==> src/rtl/psdsqrt_gen.sv <==
// Multi-cycle rounded square root: digit-by-digit restoring method, BPC root bits per clock.
// Optional macro PSDSQRT_REM_EN exposes the final remainder X - T^2 on port rem.
module psdsqrt_gen #(
  parameter int NBITS   = 32,
  parameter int DECIMAL = 4,
  parameter int BPC     = 1
) (
  input  logic                      clock,
  input  logic                      reset,
  input  logic                      start,
  input  logic [1:0]                rmode,
  input  logic [NBITS-1:0]          xin,
  output logic                      busy,
  output logic                      done,
  output logic [NBITS/2-1:0]        sqrt,
  output logic                      ovf
`ifdef PSDSQRT_REM_EN
  ,
  output logic [NBITS/2+DECIMAL:0]  rem
`endif
);

  localparam int H2    = NBITS / 2;
  localparam int W     = NBITS + 2 * DECIMAL;
  localparam int R     = H2 + DECIMAL;
  localparam int NITER = R / BPC;
  localparam int CW    = $clog2(NITER + 1);
  localparam logic [DECIMAL-1:0] HALF = DECIMAL'(1) << (DECIMAL - 1);

  typedef enum logic [1:0] {IDLE, RUN, ROUND} state_t;

  state_t         state_q;
  logic [W-1:0]   x_q;
  logic [R-1:0]   root_q;
  logic [R:0]     rem_q;
  logic [1:0]     mode_q;
  logic [CW-1:0]  cnt_q;
  logic           busy_q;
  logic           done_q;
  logic [H2-1:0]  sqrt_q;
  logic           ovf_q;
`ifdef PSDSQRT_REM_EN
  logic [R:0]     rem_out_q;
`endif

  // Combinational chain of BPC restoring stages; stage gi consumes the gi-th radicand pair.
  logic [R:0]   rem_c  [BPC+1];
  logic [R-1:0] root_c [BPC+1];

  assign rem_c[0]  = rem_q;
  assign root_c[0] = root_q;

  generate
    for (genvar gi = 0; gi < BPC; gi++) begin : g_stage
      logic [R+2:0] rem_sh;
      logic [R+2:0] trial;
      logic         ge;
      assign rem_sh = {rem_c[gi], x_q[W-1-2*gi -: 2]};
      assign trial  = {1'b0, root_c[gi], 2'b01};
      assign ge     = (rem_sh >= trial);
      assign rem_c[gi+1]  = ge ? (R+1)'(rem_sh - trial) : (R+1)'(rem_sh);
      assign root_c[gi+1] = R'({root_c[gi], ge});
    end
  endgenerate

  logic [H2-1:0]      int_part;
  logic [DECIMAL-1:0] frac;
  logic               sticky;
  logic               inc;
  logic [H2:0]        sum;
  logic [H2-1:0]      sqrt_d;
  logic               ovf_d;

  always_comb begin
    int_part = root_q[R-1:DECIMAL];
    frac     = root_q[DECIMAL-1:0];
    sticky   = |rem_q;
    inc      = 1'b0;
    case (mode_q)
      2'd1:    inc = (frac > HALF) || ((frac == HALF) && int_part[0]);
      2'd2:    inc = (frac > HALF) || ((frac == HALF) && (sticky || int_part[0]));
      2'd3:    inc = (|frac) || sticky;
      default: inc = 1'b0;
    endcase
    sum    = {1'b0, int_part} + (H2+1)'(inc);
    // Carry out of the increment saturates rather than wrapping to zero.
    sqrt_d = sum[H2] ? {H2{1'b1}} : sum[H2-1:0];
    ovf_d  = sum[H2];
  end

  always_ff @(posedge clock or negedge reset) begin
    if (!reset) begin
      state_q   <= IDLE;
      x_q       <= '0;
      root_q    <= '0;
      rem_q     <= '0;
      mode_q    <= '0;
      cnt_q     <= '0;
      busy_q    <= 1'b0;
      done_q    <= 1'b0;
      sqrt_q    <= '0;
      ovf_q     <= 1'b0;
`ifdef PSDSQRT_REM_EN
      rem_out_q <= '0;
`endif
    end else begin
      done_q <= 1'b0;
      case (state_q)
        IDLE: begin
          if (start) begin
            x_q     <= {xin, {(2*DECIMAL){1'b0}}};
            mode_q  <= rmode;
            root_q  <= '0;
            rem_q   <= '0;
            cnt_q   <= '0;
            busy_q  <= 1'b1;
            state_q <= RUN;
          end
        end
        RUN: begin
          x_q    <= x_q << (2 * BPC);
          root_q <= root_c[BPC];
          rem_q  <= rem_c[BPC];
          cnt_q  <= cnt_q + CW'(1);
          if (cnt_q == CW'(NITER - 1)) state_q <= ROUND;
        end
        ROUND: begin
          sqrt_q    <= sqrt_d;
          ovf_q     <= ovf_d;
`ifdef PSDSQRT_REM_EN
          rem_out_q <= rem_q;
`endif
          done_q    <= 1'b1;
          busy_q    <= 1'b0;
          state_q   <= IDLE;
        end
        default: state_q <= IDLE;
      endcase
    end
  end

  assign busy = busy_q;
  assign done = done_q;
  assign sqrt = sqrt_q;
  assign ovf  = ovf_q;
`ifdef PSDSQRT_REM_EN
  assign rem  = rem_out_q;
`endif

endmodule

==> config.mk <==
export PLATFORM = sky130hd
export DESIGN_NAME = psdsqrt_gen
export DESIGN_NICKNAME = d
export VERILOG_FILES = /design/src/rtl/psdsqrt_gen.sv
export SDC_FILE = /design/constraint.sdc
export NUM_CORES = 1
export LEC_CHECK = 0
export CAP_MARGIN = 25
export CORE_UTILIZATION = 35
export DETAILED_ROUTE_END_ITERATION = 6
export PLACE_DENSITY = 0.49
export SLEW_MARGIN = 5
export SYNTH_ARGS = -nofsm -noshare
export SYNTH_HDL_FRONTEND = slang
export SYNTH_SLANG_ARGS = --single-unit
==> constraint.sdc <==
create_clock -name clock -period 3.5 [get_ports clock]
set_clock_uncertainty 0.2 [all_clocks]
set_input_delay 0.7 -clock clock [delete_from_list [all_inputs] [get_ports clock]]
set_output_delay 0.7 -clock clock [all_outputs]
set_load 0.05 [all_outputs]
# Word level (Yosys, flattened, before mapping)
# Index checks and enable logic that the tools add are counted.
# totals
ff_bits	109
out_inout_bits	19
elab_cells	56
# op_classes
addsub	3
order_cmp	2
n_eq_ne	9
n_mux	17
n_reduce_logical	15
# op_table
operator	count
40-bit one-hot mux with 2 select lines	1
21-bit two-way mux	2
21-bit one-hot mux with 2 select lines	1
40-bit two-way mux	1
20-bit one-hot mux with 2 select lines	1
23-bit by 22-bit >= comparator with 1-bit output	1
21-bit OR reduction	1
21-bit subtractor	1
20-bit two-way mux	1
16-bit by 1-bit adder with 17-bit output	1
16-bit two-way mux	1
5-bit one-hot mux with 2 select lines	1
2-bit AND reduction	4
2-bit equality test (second input constant)	3
5-bit by 1-bit adder with 5-bit output (second input constant)	1
5-bit equality test (second input constant)	1
5-bit two-way mux	1
2-bit by 1-bit equality test with 1-bit output (second input constant)	2
4-bit equality test (second input constant)	1
4-bit > comparator (second input constant)	1
1-bit logical OR	4
2-bit two-way mux	2
2-bit inequality test (second input constant)	2
2-bit one-hot mux with 2 select lines	1
7 further kinds	10

# Longest topological paths before layout
# logic_depth
ltp_word	7
mapped_depth	15
ltp_nobuf	15

# Worst setup path before layout
# OpenSTA, ideal clock, no wires.
# synth_path
path_type	register to register
from	register rem_q[12]
to	register sqrt_q[10], in the netlist sqrt[10]
arrival_ps	2897
required_time_ps	3163
path_slack_ps	266
path_stages_with_launch	16
cell_sequence	dfrtp_1 -> nor4_1 -> nand2_1 -> o31ai_1 -> nand3_1 -> nand3_1 -> a21oi_1 -> ha_1 -> nand4_1 -> nor2_1 -> and3_1 -> and3_1 -> and3_1 -> a31oi_1 -> clkbuf_1 -> a21oi_1
# synth_via
elab_chain_cells	7
elab_cells_between_ends	8
cone_classes	add/sub (1); mux (2); reduce/logical (5)
# synth_rtl
element	line	text
from (decl)	35	logic [R:0] rem_q;
from (signal assigned)	123	rem_q <= rem_c[BPC];
21-bit OR reduction *	77	sticky = |rem_q;
1-bit logical OR	81	2'd2: inc = (frac > HALF) || ((frac == HALF) && (sticky || int_part[0]));
1-bit logical AND	81	
1-bit logical OR	81	
1-bit one-hot mux with 3 select lines *	79	case (mode_q)
16-bit by 1-bit adder with 17-bit output *	85	sum = {1'b0, int_part} + (H2+1)'(inc);
16-bit two-way mux *	87	sqrt_d = sum[H2] ? {H2{1'b1}} : sum[H2-1:0];
to (signal assigned)	128	sqrt_q <= sqrt_d;
to (decl)	40	logic [H2-1:0] sqrt_q;
# Mark *: on every way between the ends. The rest lies on a longest branch, timed or not.
# A chain may end at the register's enable or synchronous reset.

# Worst setup path in the final report
# layout_path
from	register rem_q[14]
to	register sqrt_q[1], in the netlist sqrt[1]
# Same word-level chain as after synthesis.

==> results.md <==
- Post-DP HPWL: 10.5 mm
- Most common cell after layout, fill and taps aside: dfrtp_1
- Clock Pin Slew Worst Setup and Hold Paths: 0.07 ns
- CTS max path bufs: 2
- Gpl congestion: 0.852
- GRT Util Overall: 18.5%
- Finish-stage setup viols: 0
- EDFF count, synth: 0
- Buf/Inv on CP: 1
- Hold buffers post-CTS: 0
- DRT Pass-1 Iters: 4
- Unique masters post-synth: 54
- Layout cell share with drive strength beyond 1: 8.06%
- Yosys warnings: 0
- Die Area: 0.0173 sq mm
- Ys async rst share: 100%
- Grt ovf: 0
- Status: finished clean
- Cells after Synth: 667
- DIE WIDTH: 132 um
- Root Buffer: clkbuf_16
- Seq/Total Area, Yosys: 43.0%
- Core Area: 0.0165 sq mm
- Drt first-iter violations: 172
- Static Leak: 3.03 nW
- Max capacitance violation total: 0
- Crit-path leading delay family: simple AND/OR/NAND/NOR gates
- Fin crit share: 93.6%
- Clk Latency, worst-skew pair: 0.35 ns
- Crit. path cell count: 13
- Worst-Margin Slew: 0.666 ns
- Power Total: 8.17 mW
- Clock power share: 13.7%
- Final Hold Viols: 0
- Share of the synthesized area in the top cell type: 43.0%
- # diodes: 0
- Pint: 4.46 mW
- Switch share: 45.5%
- Pre-CTS setup slack: 0.151 ns
- Cell Chain, Critical Path: nor4_2 -> nand2_2 -> o41ai_1 -> a21oi_1 -> ha_2 -> nand4_1 -> nor2_1 -> and3_1 -> and3_1 -> and3_2 -> a31oi_4 -> buf_6 -> a21oi_1
- Hold WC Path Type: in2async
- Setup CP Type: reg2reg
- Wire per inst: 16.3 um
- Num rows: 47
- Largest net degree at the start of global routing: 49
- Area leader, netlist: dfrtp_1
- FF+latch count, synth: 101
- PD cells: 1140 mW/mm^2
- First-pass GRT wire length: 25.8 mm
- Antenna violation net count after detailed routing: 0
- Worst vdd ir: 0.000453 V
- Logic pwr share: 59.5%
- Slew Viols, Final: 0
- Largest family of logic cells by synthesized area: compound AO/OA/AOI/OAI gates
- Worst-path fanout max: 7
- Critical Path Source Type: flop
- Synth Area in Adders: 5.96%
- Synth-to-Final Area Change: 22.0%
- Max_slew headroom: 55.5%
- Number of I/O pins: 56
- Vias in the first global route: 5,055
- CTS tree: built
- Clock sinks: 101
- Die height: 132 um
- Syn Area/Cell: 8.81 sq um
- Initial core utilization: 35.7%
- CP peak stage delay: 0.43 ns
- WP data arrival: 3.31 ns
- Setup_tns: 0 ns
- Initial antenna violation count: 0
- Simple-gate share of the synthesized area: 17.6%
- Multiplexer area fraction after synthesis: 0%
- Fin crit period: 3.27 ns
- Post-Syn Area: 0.00588 sq mm
- Final WS setup: 0.226 ns
- Slowest cell on crit path: dfrtp_1
- Reg2Reg Depth: 13
- Synth Area in XOR/XNOR: 4.02%
- F_max: 305 MHz
- Layout Nets: 780
- Top cells by area, synth: dfrtp_1, o21ai_0, ha_1
- Vias per inst: 5.35
- Inserted Clock Buffers: 9
- Port buffer count: 55
- Crit end category: flop
- Remaining DRCs: 0
- Most frequent cells in the layout: dfrtp_1, nand2_1, o21ai_0, a21oi_1, clkdlybuf4s50_1
- Post-synthesis compound-gate area fraction: 24.8%
- Psw: 3.72 mW
- Seq pwr share: 26.8%
- Post-Route WL: 15.3 mm
- Predominant post-synthesis flop cell: dfrtp_1
- H-tree depth: 3
- Worst EP required: 3.53 ns
- Via Count: 5,029
- Syn_nets: 732
synthesized netlist by cell type (7+ instances only):
| master | instances |
|---|---|
| nand3_1 | 11 |
| nor3_1 | 17 |
| nand2b_1 | 8 |
| xnor2_1 | 23 |
| nand4_1 | 7 |
| ha_1 | 28 |
| dfrtp_1 | 101 |
| nor2b_1 | 35 |
| o211ai_1 | 10 |
| a221o_1 | 12 |
| nand2_1 | 77 |
| nor4_1 | 7 |
| a22oi_1 | 29 |
| a21o_1 | 10 |
| clkbuf_1 | 35 |
| o21ai_0 | 72 |
| a21oi_1 | 57 |
| inv_1 | 28 |
| nor2_1 | 39 |
metrics by stage:
step | area (sq um) | hold WS (ns) | cells | utilization, %
detailed placement | 6750 | 0.273 | 922 | 41.0
finish | 7170 | 0.175 | 940 | 43.5
global route | 7170 | 0.228 | 940 | 43.5
global placement | 6750 | 0.266 | 922 | 41.0
CTS | 7080 | 0.199 | 938 | 43.0
floorplan | 5880 | 0.204 | 667 | -
power groups by stage:
stage | clock network [mW] | registers (mW) | logic [mW]
6_report | 1.12 | 2.19 | 4.86
5_1_grt | 1.21 | 2.28 | 5.38
4_1_cts | 1.16 | 2.18 | 4.83
3_5_place_dp | 0 | 2.20 | 4.80
3_3_place_gp | 0 | 2.18 | 4.78
2_1_floorplan | 0 | 2.38 | 3.33
final cells by class:
class | instances | area (sq um)
inverter | 28 | 105
sequential | 101 | 2530
timing repair buffer | 77 | 758
multi-input combinational | 498 | 3170
clock buffer | 11 | 253
fill | 1618 | 9300
clock inverter | 5 | 82.6
tap | 220 | 275
repair_timing:
item,CTS,global route
setup buffers,0,1
setup endpoints to repair,0,16
gates resized for setup,0,19
flip-flops by register name (all words and copies together), names as in the netlist:
signal,count
busy,1
cnt_q,5
done,1
mode_q,2
ovf,1
rem_q,21
root_q,20
sqrt,16
state_q,2
x_q,32
worst reg2reg max path, stage by stage (launching register included):
cell	delay, ns
dfrtp_1	0.43
nor4_2	0.31
nand2_2	0.15
o41ai_1	0.38
a21oi_1	0.16
ha_2	0.21
nand4_1	0.12
nor2_1	0.09
and3_1	0.21
and3_1	0.20
and3_2	0.25
a31oi_4	0.23
buf_6	0.16
a21oi_1	0.06
per-layer routing:
| layer | GRT usage [%] | wire (um) | vias to the layer above |
|---|---|---|---|
| met1 | 24.6 | 7260 | 2447 |
| met3 | 2.74 | 458 | 15 |
| met2 | 30.4 | 7340 | 91 |
| met5 | 0 | 0 | - |
| met4 | 6.52 | 242 | 0 |
| li1 | - | - | 2476 |
final timing paths:
check                               start  slack [ns]  endpoint
worst max-delay path            rem_q[14]        0.23   sqrt[1]
worst min-delay path                reset        0.17   sqrt[1]
worst max register to register  rem_q[14]        0.23   sqrt[1]
worst min register to register   sqrt[14]        0.29  sqrt[14]
max in group asynchronous           reset        2.03  rem_q[4]
min in group clock               sqrt[14]        0.29  sqrt[14]
logic make-up (layout without fill, tap and decap cells):
logic type | Yosys count | after routing
flip-flops | 101 | 101
buffers and inverters | 68 | 121
adder cells (fa/ha/maj) | 28 | 28
AND/OR/NAND/NOR | 215 | 215
XOR/XNOR | 27 | 27
AO/OA/AOI/OAI | 228 | 228
Power figures use the tool's default switching activity.
